--- config.mk ---
export PLATFORM = sky130hd
export DESIGN_NAME = muldiv_sequencer
export DESIGN_NICKNAME = d
export VERILOG_FILES = /design/src/rtl/muldiv_pkg.sv /design/src/rtl/md_divstep.sv /design/src/rtl/muldiv_sequencer.sv
export SDC_FILE = /design/constraint.sdc
export NUM_CORES = 1
export LEC_CHECK = 0
export CORE_UTILIZATION = 35
export CTS_BUF_LIST = sky130_fd_sc_hd__clkbuf_8
export DETAILED_ROUTE_END_ITERATION = 10
export PLACE_DENSITY = 0.49
export SLEW_MARGIN = 40
export SYNTH_ARGS = -nofsm -noshare
export SYNTH_HDL_FRONTEND = slang
export SYNTH_HIERARCHICAL = 1
export SYNTH_SLANG_ARGS = --single-unit
export TNS_END_PERCENT = 1
--- constraint.sdc ---
create_clock -name clk -period 11 [get_ports clk]
set_clock_uncertainty 0.2 [all_clocks]
set_input_delay 2.2 -clock clk [delete_from_list [all_inputs] [get_ports clk]]
set_output_delay 2.2 -clock clk [all_outputs]
set_load 0.03 [all_outputs]
--- src/rtl/muldiv_pkg.sv ---
// Shared definitions for the HI/LO multiply/divide sequencer.
// - op encodings mirror the decoder's muxfour field
// - FSM state encoding for muldiv_sequencer
// - ITER_LAST: final iteration index of the CALC phase
package muldiv_pkg;

  localparam logic [1:0] MD_NONE  = 2'd0;
  localparam logic [1:0] MD_MULTU = 2'd1;
  localparam logic [1:0] MD_DIV   = 2'd2;
  localparam logic [1:0] MD_DIVU  = 2'd3;

  localparam logic [4:0] ITER_LAST = 5'd31;

  typedef enum logic [1:0] {
    IDLE = 2'd0,
    CALC = 2'd1,
    FIN  = 2'd2
  } md_state_e;

endpackage

--- src/rtl/md_divstep.sv ---
// One combinational restoring-division step.
// Ports:
//   part_rem  in   WIDTH+1  shifted partial remainder {rem, next dividend bit}
//   divisor   in   WIDTH    divisor magnitude
//   new_rem   out  WIDTH    remainder after the trial subtract (restored if negative)
//   q_bit     out  1        quotient bit produced by this step
module md_divstep #(
  parameter int unsigned WIDTH = 32
) (
  input  logic [WIDTH:0]   part_rem,
  input  logic [WIDTH-1:0] divisor,
  output logic [WIDTH-1:0] new_rem,
  output logic             q_bit
);

  logic [WIDTH:0] diff;

  // part_rem < 2*divisor, so the MSB of the WIDTH+1 difference is a clean borrow flag.
  assign diff    = part_rem - {1'b0, divisor};
  assign q_bit   = ~diff[WIDTH];
  assign new_rem = q_bit ? diff[WIDTH-1:0] : part_rem[WIDTH-1:0];

endmodule

--- src/rtl/muldiv_sequencer.sv ---
// Multi-cycle HI/LO controller: MULTU (shift-add), DIV and DIVU (restoring, radix-2).
// IDLE -> CALC (ITER steps) -> FIN (one-cycle write of HI and LO) -> IDLE.
// Optional: define MULDIV_EARLY_OUT_EN to skip CALC when opb==0 (any op) or opa==0 (MULTU).
// Ports:
//   clk, rst          clock, synchronous active-high reset
//   start, op         issue strobe and operation (sampled only in IDLE)
//   opa, opb          rs / rt operands
//   cancel            flush; aborts in-flight op, suppresses the write
//   busy, stall       in-flight flag; pipeline hold (includes the issue cycle)
//   done, hi_we, lo_we  one-cycle completion / write enables
//   hi_out, lo_out    HI (product high / remainder), LO (product low / quotient)
module muldiv_sequencer #(
  parameter int unsigned WIDTH = 32,
  parameter int unsigned ITER  = 32
) (
  input  logic             clk,
  input  logic             rst,
  input  logic             start,
  input  logic [1:0]       op,
  input  logic [WIDTH-1:0] opa,
  input  logic [WIDTH-1:0] opb,
  input  logic             cancel,
  output logic             busy,
  output logic             stall,
  output logic             done,
  output logic             hi_we,
  output logic             lo_we,
  output logic [WIDTH-1:0] hi_out,
  output logic [WIDTH-1:0] lo_out
);
  import muldiv_pkg::*;

  localparam int unsigned CntW = $clog2(ITER);

  md_state_e          state_q, state_d;
  logic [1:0]         op_q, op_d;
  logic [WIDTH-1:0]   a_q, a_d;
  logic [WIDTH-1:0]   b_q, b_d;
  logic [2*WIDTH-1:0] acc_q, acc_d;
  logic [CntW-1:0]    cnt_q, cnt_d;
  logic               qneg_q, qneg_d, rneg_q, rneg_d, dz_q, dz_d;
  logic [WIDTH-1:0]   hi_q, hi_d, lo_q, lo_d;

  logic               issue;
  logic [WIDTH-1:0]   opa_mag, opb_mag;
  logic [WIDTH:0]     mul_sum;
  logic [WIDTH-1:0]   div_rem;
  logic               div_qbit;
  logic [WIDTH-1:0]   res_hi, res_lo;

  assign issue = start & (op != MD_NONE) & ~cancel;

  // DIV works on magnitudes; MULTU and DIVU use raw operands.
  assign opa_mag = ((op == MD_DIV) && opa[WIDTH-1]) ? -opa : opa;
  assign opb_mag = ((op == MD_DIV) && opb[WIDTH-1]) ? -opb : opb;

  assign mul_sum = {1'b0, acc_q[2*WIDTH-1:WIDTH]} + (acc_q[0] ? {1'b0, b_q} : '0);

  md_divstep #(
    .WIDTH (WIDTH)
  ) u_divstep (
    .part_rem (acc_q[2*WIDTH-1:WIDTH-1]),
    .divisor  (b_q),
    .new_rem  (div_rem),
    .q_bit    (div_qbit)
  );

  // Final results from the accumulator: {HI, LO} = {product} or {remainder, quotient}.
  always_comb begin
    res_hi = acc_q[2*WIDTH-1:WIDTH];
    res_lo = acc_q[WIDTH-1:0];
    if ((op_q != MD_MULTU) && dz_q) begin
      res_hi = a_q;
      res_lo = '1;
    end else if (op_q == MD_DIV) begin
      if (qneg_q) res_lo = -acc_q[WIDTH-1:0];
      if (rneg_q) res_hi = -acc_q[2*WIDTH-1:WIDTH];
    end
  end

  always_comb begin
    state_d = state_q;
    op_d    = op_q;
    a_d     = a_q;
    b_d     = b_q;
    acc_d   = acc_q;
    cnt_d   = cnt_q;
    qneg_d  = qneg_q;
    rneg_d  = rneg_q;
    dz_d    = dz_q;
    hi_d    = hi_q;
    lo_d    = lo_q;
    case (state_q)
      IDLE: begin
        if (issue) begin
          op_d    = op;
          a_d     = opa;
          b_d     = opb_mag;
          acc_d   = {{WIDTH{1'b0}}, opa_mag};
          cnt_d   = '0;
          qneg_d  = opa[WIDTH-1] ^ opb[WIDTH-1];
          rneg_d  = opa[WIDTH-1];
          dz_d    = (opb == '0);
          state_d = CALC;
`ifdef MULDIV_EARLY_OUT_EN
          // A zero accumulator yields 0/0 for MULTU; division by zero is forced in FIN.
          if ((opb == '0) || ((op == MD_MULTU) && (opa == '0))) begin
            acc_d   = '0;
            state_d = FIN;
          end
`endif
        end
      end
      CALC: begin
        if (cancel) begin
          state_d = IDLE;
        end else begin
          if (op_q == MD_MULTU) begin
            acc_d = {mul_sum, acc_q[WIDTH-1:1]};
          end else begin
            acc_d = {div_rem, acc_q[WIDTH-2:0], div_qbit};
          end
          cnt_d = cnt_q + CntW'(1);
          if (cnt_q == CntW'(ITER_LAST)) state_d = FIN;
        end
      end
      FIN: begin
        state_d = IDLE;
        if (!cancel) begin
          hi_d = res_hi;
          lo_d = res_lo;
        end
      end
      default: state_d = IDLE;
    endcase
  end

  always_ff @(posedge clk) begin
    if (rst) begin
      state_q <= IDLE;
      op_q    <= MD_NONE;
      a_q     <= '0;
      b_q     <= '0;
      acc_q   <= '0;
      cnt_q   <= '0;
      qneg_q  <= 1'b0;
      rneg_q  <= 1'b0;
      dz_q    <= 1'b0;
      hi_q    <= '0;
      lo_q    <= '0;
    end else begin
      state_q <= state_d;
      op_q    <= op_d;
      a_q     <= a_d;
      b_q     <= b_d;
      acc_q   <= acc_d;
      cnt_q   <= cnt_d;
      qneg_q  <= qneg_d;
      rneg_q  <= rneg_d;
      dz_q    <= dz_d;
      hi_q    <= hi_d;
      lo_q    <= lo_d;
    end
  end

  assign busy  = (state_q != IDLE);
  assign stall = busy | issue;
  assign done  = (state_q == FIN) & ~cancel;
  assign hi_we = done;
  assign lo_we = done;
  // Results are visible during the FIN cycle and held afterwards.
  assign hi_out = done ? res_hi : hi_q;
  assign lo_out = done ? res_lo : lo_q;

endmodule

==> results.py <==
metrics = {
    "power": {
        "ir_drop_v": 0.0000643,
        "leakagePower_uw": 0.00681,
        "p_per_area_nw_per_um2": 109,
    },
    "grt": {
        "first_global_vias": 14367,
        "antenna_found_initial": 1,
        "grt_max_degree": 83,
        "track_usage": 0.238,
        "grt_pass1_wl_mm": 82.9,
        "grt_remaining_overflow": 0,
    },
    "cts": {
        "clock-sinks": 203,
        "clk_pin_slew_ns": 0.06,
        "clockBufferDepth": 3,
        "post-cts-setup-buffers": 0,
        "insertion_delay_ns": 0.63,
        "cts_root_buf": "clkbuf_8",
        "cts_hold_buffers": 0,
        "cts-resized-gates": 0,
        "cts_tree": "yes",
        "htree_levels": 2,
        "numCtsBuffers": 40,
    },
    "finish": {
        "utilization": 0.414,
        "design_area_sq_um": 17800,
        "fin_nets": 2244,
        "syn_to_final_growth_pct": 16.7,
        "drive_above_1_share": 0.0663,
    },
    "worst_setup_path": {
        "path_max_fanout": 58,
        "worst_ep_required_time_ns": 8.60,
        "cp_data_arrival_time_ns": 4.82,
        "worst-r2r-cell-count": 18,
        "r2r_end": "acc_q[50]",
        "cp-end-kind": "output pin",
        "path_class": "input pin to output pin",
        "crit-reg2reg-launch": "acc_q[32]",
        "r2r_slack_ns": 6.01,
        "cp-start-kind": "input pin",
    },
    "placement": {
        "hpwlAfterDp_mm": 40.8,
        "globalplace.congestion": 0.918,
        "placed_cell_area_sq_um": 17000,
        "portBuffers": 138,
    },
    "sta": {
        "max_slew_margin": 0.441,
        "min_period_over_period": 0.656,
        "tightestPinTransition_ns": 0.839,
        "hold_viol_final": 0,
        "finalMaxSlewViolations": 0,
        "fin_crit_ns": 7.22,
        "rsz0062_at_grt": "false",
        "finalSetupViolations": 0,
        "final.setup.tns_ns": 0,
        "fmax_mhz": 139,
    },
    "routing": {
        "vias_per_cell": 5.60,
        "drt_iter0_drc": 1189,
        "totalWireLength_mm": 53.9,
        "drc_errors": 0,
        "post_drt_wl_per_cell_um": 19.9,
        "dr.pass1.iters": 5,
        "routed-via-count": 15204,
        "drtAntennaViolNets": 0,
    },
    "synthesis": {
        "yosysTopAreaCell": "dfxtp_1",
        "synth_edf_count": 0,
        "avgSynthCellArea_sq_um": 7.48,
        "ys_warn_count": 6,
        "synth_seq_cells": 203,
        "synth_top_area_frac": 0.266,
        "syn_inst": 2046,
        "synth_area_leaders": "dfxtp_1, a21oi_1, nand2_1",
        "ys_seq_area_frac": 0.266,
        "synth_area_sq_um": 15300,
        "synth_ff_type": "dfxtp_1",
        "async_flop_share": 0,
        "ys_types": 84,
        "syn_nets": 2188,
    },
    "outcome": {
        "status": "complete, no violations",
    },
    "die": {
        "start_util": 0.355,
        "die-width_um": 211,
        "core_sq_um": 43100,
        "rows": 76,
        "die_y_um": 211,
        "ios": 139,
        "die_area_sq_um": 44500,
    },
    "hold_path": {
        "holdPathEnd": "a_q[11]",
        "hp-class": "register to register",
        "hp-start": "a_q[11]",
        "min_path_cells": 2,
    },
    "job": {
        "cap_violations": 0,
    },
}
[per-layer routing]
layer	part of all wire	wire [um]	GRT usage	up-vias
li1	-	-	-	7463
met1	0.47	25200	0.321	7261
met2	0.46	24600	0.391	391
met3	0.046	2500	0.0333	89
met4	0.029	1570	0.0770	0
met5	0	0	0	-
[Yosys cell counts, drive strengths merged (7+ instances only)]
cell type    n
nand2      240
dfxtp      203
a21oi      197
nor2       173
clkbuf     123
o21ai      104
xnor2       88
xor2        74
ha          70
nor2b       67
nand3       64
inv         63
a21o        49
a211oi      46
nor3        45
and2        41
a31oi       39
o211ai      34
a22oi       26
buf         25
mux2        22
nor4        22
nand4       21
o31ai       17
and3        15
or3         13
or4         13
mux2i       12
o21a        12
a221oi      10
o22ai        8
o41ai        8
nor3b        7
[critical path, stage by stage]
cell             delay [ns]
clkdlybuf4s50_1        0.53
nor2_1                 0.07
nand2_2                0.07
buf_4                  0.47
inv_1                  0.12
buf_4                  0.29
a31oi_1                0.25
clkdlybuf4s50_1        0.73
[worst max path at each step]
stage	from	end	slack [ns]	depth (start not counted)
after floorplan	cancel	hi_out[23]	4.96	6
after global placement	cancel	lo_out[1]	3.59	7
after detailed placement	cancel	lo_out[16]	3.75	8
after CTS	cancel	lo_out[16]	3.75	8
after global routing	cancel	lo_out[16]	3.58	8
final	cancel	lo_out[16]	3.78	8
[layout make-up]
| class | instances | area [sq um] |
|---|---|---|
| sequential | 203 | 4070 |
| inverter | 64 | 240 |
| antenna | 1 | 2.50 |
| clock buffer | 51 | 702 |
| clock inverter | 17 | 95.1 |
| tap | 585 | 732 |
| fill | 4578 | 25200 |
| timing repair buffer | 162 | 1570 |
| multi-input combinational | 1631 | 10400 |
[through the flow]
| step | instances | setup slack (ns) | total power, uW | hold WS, ns |
|---|---|---|---|---|
| floorplan | 2046 | 4.96 | 1050 | 0.233 |
| global placement | 2643 | 3.59 | 1170 | 0.242 |
| detailed placement | 2645 | 3.75 | 1180 | 0.243 |
| CTS | 2713 | 3.75 | 1970 | 0.251 |
| global route | 2713 | 3.58 | 2040 | 0.277 |
| finish | 2714 | 3.78 | 1950 | 0.252 |
[registers in the layout, summed over array words and instances (netlist names), 2 cells and up]
name     cells
cnt_q        5
b_q         32
op_q         2
acc_q       64
lo_q        32
state_q      2
hi_q        32
a_q         32
[power by group]
| part | switching (uW) | leakage (uW) | internal (uW) |
|---|---|---|---|
| logic | 224 | 0.00471 | 144 |
| clock network | 368 | 0.000451 | 419 |
| registers | 34.5 | 0.00165 | 762 |
[cell families after synthesis]
group	synth area share
buf+inv	0.0551
flops	0.266
compound gates	0.258
fa+ha+maj	0.0599
mux	0.0287
xor+xnor	0.0928
simple gates	0.240
[placed cells by master (no fill, tap or decap), types with 45 or more instances in the layout]
cell type and n:
a211oi_1 45, a21o_1 49, a21oi_1 195, clkbuf_8 51, clkdlybuf4s50_1 137, dfxtp_1 202
ha_1 70, inv_1 73, nand2_1 239, nand3_1 62, nor2_1 169, nor2b_1 64
nor3_1 45, o21ai_0 90, xnor2_1 88, xor2_1 74
(Power assumes the default switching activity.)
